==> config.mk <==
export PLATFORM = sky130hd
export DESIGN_NAME = car_call_panel
export DESIGN_NICKNAME = d
export VERILOG_FILES = /design/src/rtl/car_panel_pkg.sv /design/src/rtl/button_debouncer.sv /design/src/rtl/car_call_panel.sv
export SDC_FILE = /design/constraint.sdc
export NUM_CORES = 1
export LEC_CHECK = 0
export BUFFER_PORTS_ARGS = -buffer_cell sky130_fd_sc_hd__buf_2
export CELL_PAD_IN_SITES_DETAIL_PLACEMENT = 1
export CELL_PAD_IN_SITES_GLOBAL_PLACEMENT = 2
export CORE_MARGIN = 5
export CORE_UTILIZATION = 38
export DETAILED_ROUTE_END_ITERATION = 16
export HOLD_SLACK_MARGIN = 0.08
export PLACE_DENSITY = 0.89
export SLEW_MARGIN = 20
export SYNTH_ARGS = -nofsm -noshare
export SYNTH_HDL_FRONTEND = slang
export SYNTH_SLANG_ARGS = --single-unit
export TNS_END_PERCENT = 5
==> constraint.sdc <==
create_clock -name clk -period 3.2 [get_ports clk]
set_clock_uncertainty 0.2 [all_clocks]
set_input_delay 0.48 -clock clk [delete_from_list [all_inputs] [get_ports clk]]
set_output_delay 0.48 -clock clk [all_outputs]
set_load 0.05 [all_outputs]
==> src/rtl/car_panel_pkg.sv <==
// Shared types and helpers for the in-car floor-select panel.
// Floor count is limited to MAX_FLOORS by the width of lowest_set().
package car_panel_pkg;

  typedef enum logic {
    IDLE  = 1'b0,
    OFFER = 1'b1
  } state_e;

  localparam int MAX_FLOORS = 64;
  localparam int IDX_W      = 6;

  // Scans from the top so the last hit, and thus the result, is the lowest set bit.
  function automatic logic [IDX_W-1:0] lowest_set(input logic [MAX_FLOORS-1:0] vec);
    logic [IDX_W-1:0] idx;
    idx = '0;
    for (int i = MAX_FLOORS - 1; i >= 0; i--) begin
      if (vec[i]) begin
        idx = IDX_W'(i);
      end
    end
    return idx;
  endfunction

endpackage

==> src/rtl/button_debouncer.sv <==
// One button: 2-flop synchroniser, optional hold counter, rising-edge press pulse.
// The counter exists only when CAR_PANEL_DEBOUNCE_EN is defined.
module button_debouncer
  import car_panel_pkg::*;
#(
  parameter int DEBOUNCE_CYCLES = 4
) (
  input  logic clk,
  input  logic reset,
  input  logic button,
  output logic press
);

  logic meta_q;
  logic sync_q;
  logic deb_prev_q;
  logic deb_level;

  always_ff @(posedge clk or posedge reset) begin
    if (reset) begin
      meta_q <= 1'b0;
      sync_q <= 1'b0;
    end else begin
      meta_q <= button;
      sync_q <= meta_q;
    end
  end

`ifdef CAR_PANEL_DEBOUNCE_EN
  localparam int CNT_W = $clog2(DEBOUNCE_CYCLES + 1);
  localparam logic [CNT_W-1:0] CNT_MAX = CNT_W'(DEBOUNCE_CYCLES);

  logic [CNT_W-1:0] cnt_q;
  logic [CNT_W-1:0] cnt_d;

  always_comb begin
    cnt_d = cnt_q;
    if (!sync_q) begin
      cnt_d = '0;
    end else if (cnt_q != CNT_MAX) begin
      cnt_d = cnt_q + CNT_W'(1);
    end else begin
      cnt_d = cnt_q;
    end
  end

  always_ff @(posedge clk or posedge reset) begin
    if (reset) begin
      cnt_q <= '0;
    end else begin
      cnt_q <= cnt_d;
    end
  end

  // A low sample drops the level at once; the count only gates the rise.
  assign deb_level = sync_q && (cnt_q == CNT_MAX);
`else
  assign deb_level = sync_q;
`endif

  always_ff @(posedge clk or posedge reset) begin
    if (reset) begin
      deb_prev_q <= 1'b0;
    end else begin
      deb_prev_q <= deb_level;
    end
  end

  assign press = deb_level & ~deb_prev_q;

endmodule

==> src/rtl/car_call_panel.sv <==
// In-car floor-select panel: latches debounced presses as pending calls and
// offers them one at a time over valid/ready. Optional debounce: CAR_PANEL_DEBOUNCE_EN.
module car_call_panel
  import car_panel_pkg::*;
#(
  parameter  int NUM_FLOORS      = 7,
  parameter  int DEBOUNCE_CYCLES = 4,
  localparam int FLOOR_W         = $clog2(NUM_FLOORS)
) (
  input  logic                  clk,
  input  logic                  reset,
  input  logic [NUM_FLOORS-1:0] buttons,
  input  logic                  arrived_valid,
  input  logic [FLOOR_W-1:0]    arrived_floor,
  output logic                  req_valid,
  output logic [FLOOR_W-1:0]    req_floor,
  input  logic                  req_ready,
  output logic [NUM_FLOORS-1:0] pending
);

  logic [NUM_FLOORS-1:0] press_vec;
  logic [NUM_FLOORS-1:0] arr_hit;
  logic [NUM_FLOORS-1:0] take;
  logic [NUM_FLOORS-1:0] pending_q, pending_d;
  logic [NUM_FLOORS-1:0] unsent_q, unsent_d;
  logic [FLOOR_W-1:0]    req_floor_q, req_floor_d;
  logic [FLOOR_W-1:0]    lowest_idx;
  logic                  load;
  state_e                state_q, state_d;

  for (genvar g = 0; g < NUM_FLOORS; g++) begin : g_btn
    button_debouncer #(
      .DEBOUNCE_CYCLES(DEBOUNCE_CYCLES)
    ) u_deb (
      .clk   (clk),
      .reset (reset),
      .button(buttons[g]),
      .press (press_vec[g])
    );
  end

  // Out-of-range floor codes match no index and are therefore ignored.
  always_comb begin
    arr_hit = '0;
    if (arrived_valid) begin
      for (int i = 0; i < NUM_FLOORS; i++) begin
        if (arrived_floor == FLOOR_W'(i)) begin
          arr_hit[i] = 1'b1;
        end
      end
    end else begin
      arr_hit = '0;
    end
  end

  assign lowest_idx = FLOOR_W'(lowest_set(MAX_FLOORS'(unsent_q)));

  always_comb begin
    state_d     = state_q;
    req_floor_d = req_floor_q;
    load        = 1'b0;
    case (state_q)
      IDLE: begin
        if (|unsent_q) begin
          load    = 1'b1;
          state_d = OFFER;
        end else begin
          state_d = IDLE;
        end
      end
      OFFER: begin
        if (req_ready) begin
          if (|unsent_q) begin
            load    = 1'b1;
            state_d = OFFER;
          end else begin
            state_d = IDLE;
          end
        end else begin
          state_d = OFFER;
        end
      end
      default: begin
        state_d = IDLE;
      end
    endcase
    if (load) begin
      req_floor_d = lowest_idx;
    end else begin
      req_floor_d = req_floor_q;
    end
  end

  // Isolate the lowest unsent bit; an arrival never retracts the offer already loaded.
  assign take      = load ? (unsent_q & (~unsent_q + NUM_FLOORS'(1))) : '0;
  assign pending_d = (pending_q | press_vec) & ~arr_hit;
  assign unsent_d  = ((unsent_q & ~take) | (press_vec & ~pending_q)) & ~arr_hit;

  always_ff @(posedge clk or posedge reset) begin
    if (reset) begin
      state_q     <= IDLE;
      req_floor_q <= '0;
      pending_q   <= '0;
      unsent_q    <= '0;
    end else begin
      state_q     <= state_d;
      req_floor_q <= req_floor_d;
      pending_q   <= pending_d;
      unsent_q    <= unsent_d;
    end
  end

  assign req_valid = (state_q == OFFER);
  assign req_floor = req_floor_q;
  assign pending   = pending_q;

endmodule

==> impl_metrics.py, run 1 <==
metrics = {
    "route": {
        "vias": 954,
        "detail-route-antenna-nets": 0,
        "dr_wl_met2_mm": 1.21,
        "drc_errors": 0,
        "dr_wl_met3_um": 163,
        "drt-met1-wl_mm": 1.15,
        "drt-pass1-iter-count": 3,
        "drtIter0Drc": 51,
        "avgRoutedWirePerCell_um": 13.4,
        "wl_mm": 2.56,
        "dr.max_layer_used": "met4",
        "avgViaCountPerCell": 4.97,
    },
    "placement": {
        "port_buffers": 24,
        "hpwlAfterDp_mm": 1.92,
        "dpl-instance-area_sq_um": 1600,
        "place_congestion": 0.815,
    },
    "clock_network": {
        "cts_resized": 0,
        "cts_tree": "built",
        "post-cts-setup-buffers": 0,
        "ctsHoldBuffers": 0,
        "clk_latency_ns": 0.28,
        "htree_levels": 2,
        "cts_inserted_buffers": 5,
        "clk_pin_slew_ns": 0.07,
        "cts-root-buf": "clkbuf_8",
        "clockBufferDepth": 2,
        "cts.sinks": 39,
    },
    "floorplanning": {
        "start_util_pct": 39.1,
        "fp.dieW_um": 71.1,
        "fp.dieArea_sq_um": 5060,
        "pin_count": 25,
        "fp-row-count": 22,
        "core_sq_um": 3630,
        "die-height_um": 71.1,
    },
    "power": {
        "clkPwrFrac_pct": 26.4,
        "p_leak_uw": 0.000758,
        "ir_drop_uv": 318,
        "p_sw_share_pct": 32.9,
        "internal-power_uw": 813,
        "power_density_nw_per_um2": 716,
        "p_switching_uw": 398,
        "pwr-share-seq_pct": 48.9,
        "combPwrFrac_pct": 24.7,
    },
    "sta": {
        "max_freq_mhz": 593,
        "setup_viol": 0,
        "worst_pin_slew_ns": 0.647,
        "drv_slew": 0,
        "fin_crit_sh_pct": 52.7,
        "relSlewSlack_pct": 56.8,
        "tns_ns": 0,
        "timing.hold.ws_ns": 0.0967,
        "rsz0062_at_grt": "false",
        "min_period_ns": 1.69,
        "hold_viol_final": 0,
    },
    "yosys": {
        "netlist_area_sq_um": 1420,
        "synth-seq-cells": 39,
        "ys.warnings.count": 0,
        "syn-num-nets": 127,
        "avgSynthCellArea_sq_um": 12.6,
        "synthCells": 113,
        "synth_cell_type_count": 30,
        "yosysSeqAreaShare_pct": 68.7,
    },
    "global_route": {
        "grt_max_degree": 40,
        "overflow": 0,
        "antenna_found_initial": 0,
        "grt_pass1_wl_mm": 4.66,
        "first_global_vias": 1033,
        "groute.usage.overall_pct": 11.8,
    },
    "finish": {
        "fin_area_sq_um": 1690,
        "layout_common_cells": "dfrtp_1 (39), buf_2 (24), a21oi_1 (12), nor2_1 (10), inv_1 (10)",
        "nFillCells": 417,
        "layout-drive-gt1-share_pct": 23.6,
        "regArea_sq_um": 976,
        "num_antenna_cells": 0,
        "fin_nets": 158,
        "multi_input_area_sq_um": 402,
        "final_common_cell": "dfrtp_1",
        "syn_to_final_growth_pct": 19.0,
    },
    "critical_path": {
        "worstReg2RegStart": "req_valid",
        "reg2reg_slack_ns": 1.51,
        "crit_required_ns": 3.16,
        "cpMaxStageDelayCell": "nor2b_1",
        "crit_path_max_incr_delay_ns": 0.54,
        "end_kind": "flop",
        "cp_cell_sequence": "nor2b_1 > a31oi_1 > mux2_1",
        "cp_data_arrival_time_ns": 1.65,
        "worstPathMaxFanout": 9,
        "path_class": "flop to flop",
        "r2r_end": "req_floor[0]",
        "worst_setup_path_start_kind": "flop",
        "worst_r2r_path_depth": 3,
    },
    "hold_path": {
        "min_path_type": "input pin to asynchronous set/reset pin",
    },
    "status": {
        "status": "completed",
    },
    "flow_run": {
        "max-cap-violations": 0,
    },
}
==> synthesized netlist by cell type <==
cell type | number | area share [%]
or2b_1 | 1 | 0.53
o21ai_0 | 4 | 1.4
or4_1 | 1 | 0.53
o31ai_2 | 1 | 0.88
nor4bb_1 | 2 | 1.4
nand4b_1 | 2 | 1.2
a211oi_1 | 1 | 0.53
nand3b_1 | 5 | 2.6
and4b_1 | 1 | 0.70
nor2b_1 | 3 | 1.3
nor4_1 | 1 | 0.44
nor4b_1 | 1 | 0.62
or2_1 | 1 | 0.44
mux2_1 | 1 | 0.79
o22ai_1 | 1 | 0.44
o21a_1 | 2 | 1.1
buf_2 | 1 | 0.35
or3b_1 | 1 | 0.62
a21oi_1 | 12 | 4.2
nand2_1 | 2 | 0.53
o41ai_1 | 1 | 0.62
inv_1 | 10 | 2.6
a31oi_1 | 2 | 0.88
o31ai_1 | 1 | 0.53
o2bb2ai_1 | 1 | 0.62
nor3_1 | 1 | 0.35
nor3_2 | 1 | 0.70
nor2_1 | 10 | 2.6
nor3b_1 | 3 | 1.6
dfrtp_1 | 39 | 69
==> metrics by stage <==
step           cells  setup WS, ns  total power (uW)  util [%]
5_1_grt          192          1.41              1290      46.5
2_1_floorplan    113          1.42               826         -
4_1_cts          192          1.52              1230      46.5
3_5_place_dp     185          1.29               905      44.1
3_3_place_gp     185          1.37               891      44.1
6_report         192          1.51              1210      46.5
==> registers in the layout (all words and copies together), names as in the netlist <==
name                    count
g_btn.u_deb.meta_q          7
pending                     7
req_floor                   3
req_valid                   1
g_btn.u_deb.deb_level       7
unsent_q                    7
g_btn.u_deb.deb_prev_q      7
==> worst max-delay path, delay by kind of cell, from the launching register on <==
kind	cells	cell delay, ns
muxes	1	0.35
AOI/OAI and AO/OA	1	0.16
DFF	1	0.33
and+or+nand+nor	1	0.54
==> routing by layer <==
| metal | vias to the layer above | track usage [%] |
|---|---|---|
| met5 | - | 0 |
| li1 | 457 | - |
| met1 | 472 | 14.1 |
| met2 | 21 | 19.1 |
| met3 | 4 | 4.97 |
| met4 | 0 | 4.38 |
==> how the worst max path moves through the flow <==
stage,startpoint,end,cells past startpoint
6_report,req_valid,req_floor[0],3
5_1_grt,req_valid,req_floor[0],3
4_1_cts,req_valid,req_floor[0],3
3_5_place_dp,req_ready,req_floor[0],4
3_3_place_gp,req_ready,req_floor[0],4
2_1_floorplan,req_valid,req_floor[0],4
==> power groups by stage <==
stage                     logic, uW  clock network (uW)  registers (uW)
final                           299                 319             593
after global placement          293                   0             598
after global routing            327                 362             602
after CTS                       303                 336             593
after detailed placement        302                   0             603
after floorplan                 130                   0             696
==> area by class of cell <==
cell class,instances,share of cell area (%)
clock buffer,6,4.89
tap,48,3.55
timing repair buffer,25,7.55
multi-input combinational,63,23.8
sequential,39,57.7
clock inverter,1,0.296
inverter,10,2.22
==> cell families (layout without fill, tap and decap cells) <==
group                  Yosys count  count (layout)  synth area share (%)
and+or+nand+nor                 36              36                  16.3
DFF                             39              39                  68.7
AOI/OAI and AO/OA               26              26                  11.2
buffers and inverters           11              42                  3.00
muxes                            1               1                 0.793
No activity file was read; power rests on OpenSTA's default activity.
==> inputs of run 2 (changes only) <==
--- a/config.mk
+++ b/config.mk
@@ -9,10 +9,10 @@
 export CELL_PAD_IN_SITES_DETAIL_PLACEMENT = 1
 export CELL_PAD_IN_SITES_GLOBAL_PLACEMENT = 2
 export CORE_MARGIN = 5
-export CORE_UTILIZATION = 38
+export CORE_UTILIZATION = 32
 export DETAILED_ROUTE_END_ITERATION = 16
 export HOLD_SLACK_MARGIN = 0.08
-export PLACE_DENSITY = 0.89
+export PLACE_DENSITY = 0.81
 export SLEW_MARGIN = 20
 export SYNTH_ARGS = -nofsm -noshare
 export SYNTH_HDL_FRONTEND = slang
==> constraint.sdc (replaced) <==
create_clock -name clk -period 1.4 [get_ports clk]
set_clock_uncertainty 0.2 [all_clocks]
set_input_delay 0.21 -clock clk [delete_from_list [all_inputs] [get_ports clk]]
set_output_delay 0.21 -clock clk [all_outputs]
set_load 0.05 [all_outputs]
==> impl_metrics.py, run 2 (same netlist as run 1, synthesis figures left out) <==
metrics = {
    "finish": {
        "syn_to_final_growth_pct": 40.2,
        "regArea_sq_um": 978,
        "fin_area_sq_um": 1990,
        "layout_common_cells": "dfrtp_1 (37), buf_2 (21), buf_4 (13), a21oi_1 (11), inv_1 (10)",
        "num_antenna_cells": 0,
        "nFillCells": 488,
        "layout-drive-gt1-share_pct": 34.9,
        "fin_nets": 179,
        "multi_input_area_sq_um": 448,
        "final_common_cell": "dfrtp_1",
    },
    "critical_path": {
        "cp_cell_sequence": "or4_1 > o31ai_2 > a21oi_2",
        "end_kind": "flop",
        "crit_path_max_incr_delay_ns": 0.54,
        "crit_required_ns": 1.38,
        "worstPathMaxFanout": 3,
        "path_class": "flop to flop",
        "worst_setup_path_start_kind": "flop",
        "cp_data_arrival_time_ns": 1.54,
        "cpMaxStageDelayCell": "or4_1",
    },
    "power": {
        "pwr-share-seq_pct": 39.1,
        "clkPwrFrac_pct": 32.0,
        "combPwrFrac_pct": 28.9,
        "p_sw_share_pct": 30.6,
        "total_power_uw": 3440,
        "internal-power_uw": 2390,
        "power_density_nw_per_um2": 1730,
        "p_leak_uw": 0.000895,
        "ir_drop_uv": 1170,
        "p_switching_uw": 1050,
    },
    "route": {
        "drtIter0Drc": 23,
        "avgViaCountPerCell": 4.84,
        "drt-pass1-iter-count": 4,
        "wl_mm": 3.29,
        "drc_errors": 0,
        "vias": 1055,
        "detail-route-antenna-nets": 0,
        "avgRoutedWirePerCell_um": 15.1,
    },
    "floorplanning": {
        "die-height_um": 76.6,
        "fp.dieW_um": 76.6,
        "pin_count": 25,
        "fp-row-count": 24,
        "core_sq_um": 4320,
        "fp.dieArea_sq_um": 5870,
        "start_util_pct": 32.8,
    },
    "sta": {
        "rsz0062_at_grt": "true",
        "max_freq_mhz": 639,
        "fin_crit_sh_pct": 112,
        "min_period_ns": 1.56,
        "drv_slew": 0,
        "relSlewSlack_pct": 65.2,
        "timing.final.ws_setup_ns": -0.164,
        "worst_pin_slew_ns": 0.515,
        "hold_viol_final": 0,
        "setup_viol": 4,
    },
    "global_route": {
        "grt_pass1_wl_mm": 5.82,
        "groute.usage.overall_pct": 12.5,
        "grt_max_degree": 40,
        "first_global_vias": 1208,
        "overflow": 0,
        "antenna_found_initial": 0,
    },
    "status": {
        "status": "finished, violations left",
        "violations": "setup timing",
    },
    "clock_network": {
        "clockBufferDepth": 2,
        "cts_tree": "built",
        "clk_pin_slew_ns": 0.08,
        "post-cts-setup-buffers": 0,
        "clk_latency_ns": 0.29,
        "cts.sinks": 39,
        "cts-root-buf": "clkbuf_8",
        "cts_inserted_buffers": 5,
        "htree_levels": 2,
    },
    "placement": {
        "port_buffers": 24,
        "dpl-instance-area_sq_um": 1740,
        "hpwlAfterDp_mm": 2.33,
        "place_congestion": 0.784,
    },
    "flow_run": {
        "max-cap-violations": 0,
    },
    "hold_path": {
        "min_path_type": "input pin to flop",
    },
}
[run 2: cell types whose count changed in the layout (fill, tap and decap cells not counted), sizes merged]
cell         before  now
bufinv            0    2
clkinv            1    0
clkinvlp          0    1
buf              25   35
dlygate4sd3       0    8
clkbuf            6    8
[run 2: area by class of cell]
class,instances,area share [%]
Clock buffer,5,3.46
Sequential cell,39,49.2
Tap cell,52,3.27
Inverter,10,1.89
Clock inverter,3,3.39
Multi-Input combinational cell,63,22.5
Timing Repair Buffer,46,16.3
[run 2: worst paths after layout]
path	endpoint	startpoint	slack [ns]	cells after the start
max in group asynchronous	unsent_q[2]	reset	0.48	4
min in group asynchronous	g_btn[5].u_deb.deb_prev_q	reset	0.30	4
setup / recovery	unsent_q[6]	unsent_q[3]	-0.16	3
hold reg to reg	g_btn[4].u_deb.deb_level	g_btn[4].u_deb.meta_q	0.15	0
hold / removal	pending[4]	arrived_floor[1]	0.1	3
setup reg to reg	unsent_q[6]	unsent_q[3]	-0.16	3
[run 2: power groups by stage]
stage               clock network [uW]  logic (uW)  registers [uW]
floorplan                            0         356            1590
global placement                     0         902            1350
detailed placement                   0         936            1360
CTS                               1130         975            1340
global route                      1200        1080            1370
finish                            1100         995            1350
[run 2: per-stage QoR]
step	setup WS (ns)	instances	utilization, %	hold slack, ns	setup TNS, ns
after floorplan	-0.204	113	-	0.0414	-0.800
after CTS	-0.152	218	45.4	0.0930	-0.434
after global placement	-0.0936	202	40.2	0.0678	-0.463
after detailed placement	-0.174	202	40.2	0.0816	-1.29
after global routing	-0.193	218	46.0	0.0956	-0.784
final	-0.164	218	46.0	0.0966	-0.331
[run 2: critical path, delay by kind of cell, from the launching register on]
kind	cells	cell delay [ns]
compound gates	2	0.30
simple gates	1	0.54
flops	1	0.41
[run 2: layer usage]
metal	GRT usage, %	up-vias	part of all wire [%]
li1	-	499	-
met1	14.6	524	41
met2	20.8	25	52
met3	3.78	7	4.7
met4	6.12	0	2.2
met5	0	-	0
[run 2: timing repair]
| action | 4_1_cts | 5_1_grt |
|---|---|---|
| resized for setup | 3 | 8 |
| endpoints found under the setup margin | 11 | 14 |
| hold buffers | 8 | 0 |
| pin swaps | 1 | 1 |
| gates cloned | 0 | 0 |
| hold endpoints to repair | 46 | 0 |
==> inputs of run 3 (changes only) <==
--- a/config.mk
+++ b/config.mk
@@ -8,7 +8,7 @@
 export BUFFER_PORTS_ARGS = -buffer_cell sky130_fd_sc_hd__buf_2
 export CELL_PAD_IN_SITES_DETAIL_PLACEMENT = 1
 export CELL_PAD_IN_SITES_GLOBAL_PLACEMENT = 2
-export CORE_MARGIN = 5
+export CORE_MARGIN = 2
 export CORE_UTILIZATION = 32
 export DETAILED_ROUTE_END_ITERATION = 16
 export HOLD_SLACK_MARGIN = 0.08
==> impl_metrics.py, run 3 (same netlist as run 1, synthesis figures left out) <==
metrics = {
    "status": {
        "status": "finished, violations left",
        "violations": "setup timing",
    },
    "clock_network": {
        "clk_latency_ns": 0.29,
        "cts_tree": "built",
        "htree_levels": 2,
        "clockBufferDepth": 2,
        "cts_inserted_buffers": 5,
        "cts-root-buf": "clkbuf_8",
        "cts.sinks": 39,
        "clk_pin_slew_ns": 0.08,
    },
    "finish": {
        "final_cells": 221,
        "fin_nets": 183,
        "post-route-util_pct": 46.1,
        "syn_to_final_growth_pct": 40.3,
        "layout_common_cells": "dfrtp_1 (37), buf_2 (23), buf_4 (16), a21oi_1 (11), inv_1 (10)",
        "layout-drive-gt1-share_pct": 36.1,
        "num_antenna_cells": 0,
        "final_common_cell": "dfrtp_1",
    },
    "critical_path": {
        "worst_setup_path_start_kind": "flop",
        "crit_required_ns": 1.37,
        "worstPathMaxFanout": 4,
        "reg2reg_slack_ns": -0.26,
        "end_kind": "flop",
        "cp_data_arrival_time_ns": 1.64,
        "path_class": "flop to flop",
    },
    "placement": {
        "place_congestion": 0.878,
        "numPlacedInstances": 200,
        "hpwlAfterDp_mm": 2.16,
        "dpl_worst_slack_ns": -0.196,
        "port_buffers": 24,
    },
    "sta": {
        "relSlewSlack_pct": 64.7,
        "rsz0062_at_grt": "true",
        "drv_slew": 0,
        "fin_crit_sh_pct": 119,
        "max_freq_mhz": 602,
        "setup_viol": 8,
        "tns_ns": -0.879,
        "min_period_ns": 1.66,
        "hold_viol_final": 0,
        "worst_pin_slew_ns": 0.522,
        "timing.final.ws_setup_ns": -0.262,
    },
    "power": {
        "p_leak_uw": 0.000902,
        "p_sw_share_pct": 33.5,
        "total_power_uw": 3150,
        "p_switching_uw": 1060,
        "combPwrFrac_pct": 35.0,
        "ir_drop_uv": 516,
        "pwr-share-seq_pct": 43.0,
        "clkPwrFrac_pct": 22.0,
        "internal-power_uw": 2100,
        "power_density_nw_per_um2": 1580,
    },
    "floorplanning": {
        "pin_count": 25,
        "start_util_pct": 32.8,
        "fp.dieW_um": 70.6,
        "core_sq_um": 4320,
        "fp-row-count": 24,
        "die-height_um": 70.6,
        "fp.dieArea_sq_um": 4990,
    },
    "route": {
        "drc_errors": 0,
        "detail-route-antenna-nets": 0,
        "avgViaCountPerCell": 4.86,
        "drtIter0Drc": 48,
        "wl_mm": 3.16,
        "vias": 1074,
        "drt-pass1-iter-count": 4,
        "avgRoutedWirePerCell_um": 14.3,
    },
    "global_route": {
        "grt_pass1_wl_mm": 5.07,
        "antenna_found_initial": 0,
        "groute.usage.overall_pct": 13.4,
        "overflow": 0,
        "grt_max_degree": 40,
        "first_global_vias": 1109,
    },
    "hold_path": {
        "min_path_type": "input pin to flop",
    },
    "flow_run": {
        "max-cap-violations": 0,
    },
}
-- run 3: power by group through the flow --
stage                     clock [uW]  combinational (uW)  sequential, uW
after detailed placement           0                 905            1370
final                            694                1100            1360
after floorplan                    0                 356            1590
after CTS                        714                 946            1350
after global routing             769                1190            1370
after global placement             0                 875            1350
-- run 3: timing repair --
item                                    in CTS  in global routing
hold buffers                                 9                  0
pin swaps                                    0                  5
gates resized for setup                      1                 14
endpoints found under the hold margin       48                  0
buffers inserted                             1                  4
endpoints found under the setup margin      11                 13
-- run 3: area by class of cell --
| class | count | area, sq um |
|---|---|---|
| multi-input combinational | 63 | 479 |
| fill | 484 | 2330 |
| inverter | 10 | 37.5 |
| clock buffer | 7 | 76.3 |
| sequential | 39 | 978 |
| timing repair buffer | 50 | 355 |
| tap | 52 | 65.1 |
-- run 3: path summary, 6_finish.rpt --
path	from	cells after the start	endpoint
max	unsent_q[3]	3	unsent_q[6]
min	arrived_floor[1]	3	unsent_q[0]
max reg2reg	unsent_q[3]	3	unsent_q[6]
min reg2reg	g_btn[3].u_deb.meta_q	0	g_btn[3].u_deb.deb_level
max in group asynchronous	reset	4	unsent_q[4]
min in group asynchronous	reset	4	g_btn[3].u_deb.deb_level
-- run 3: stage by stage --
stage                     instance area, sq um  hold WS (ns)
final                                     1990        0.0749
after global placement                    1720        0.0677
after CTS                                 1900        0.0660
after detailed placement                  1720        0.0783
after global routing                      1990        0.0978
after floorplan                           1440        0.0414
-- run 3: layer usage --
| metal | vias up | GRT usage, % | part of all wire (%) | wire [um] |
|---|---|---|---|---|
| met5 | - | 0 | 0 | 0 |
| met3 | 5 | 4.42 | 3.9 | 122 |
| met4 | 0 | 5.03 | 1.7 | 53 |
| li1 | 507 | - | - | - |
| met2 | 20 | 23.1 | 52 | 1650 |
| met1 | 542 | 15.6 | 42 | 1330 |
-- run 3: worst max-delay path, stage by stage, from the launching register on --
cell and delay, ns:
dfrtp_1 0.43, or4_4 0.55, o31ai_4 0.30, a21oi_2 0.08
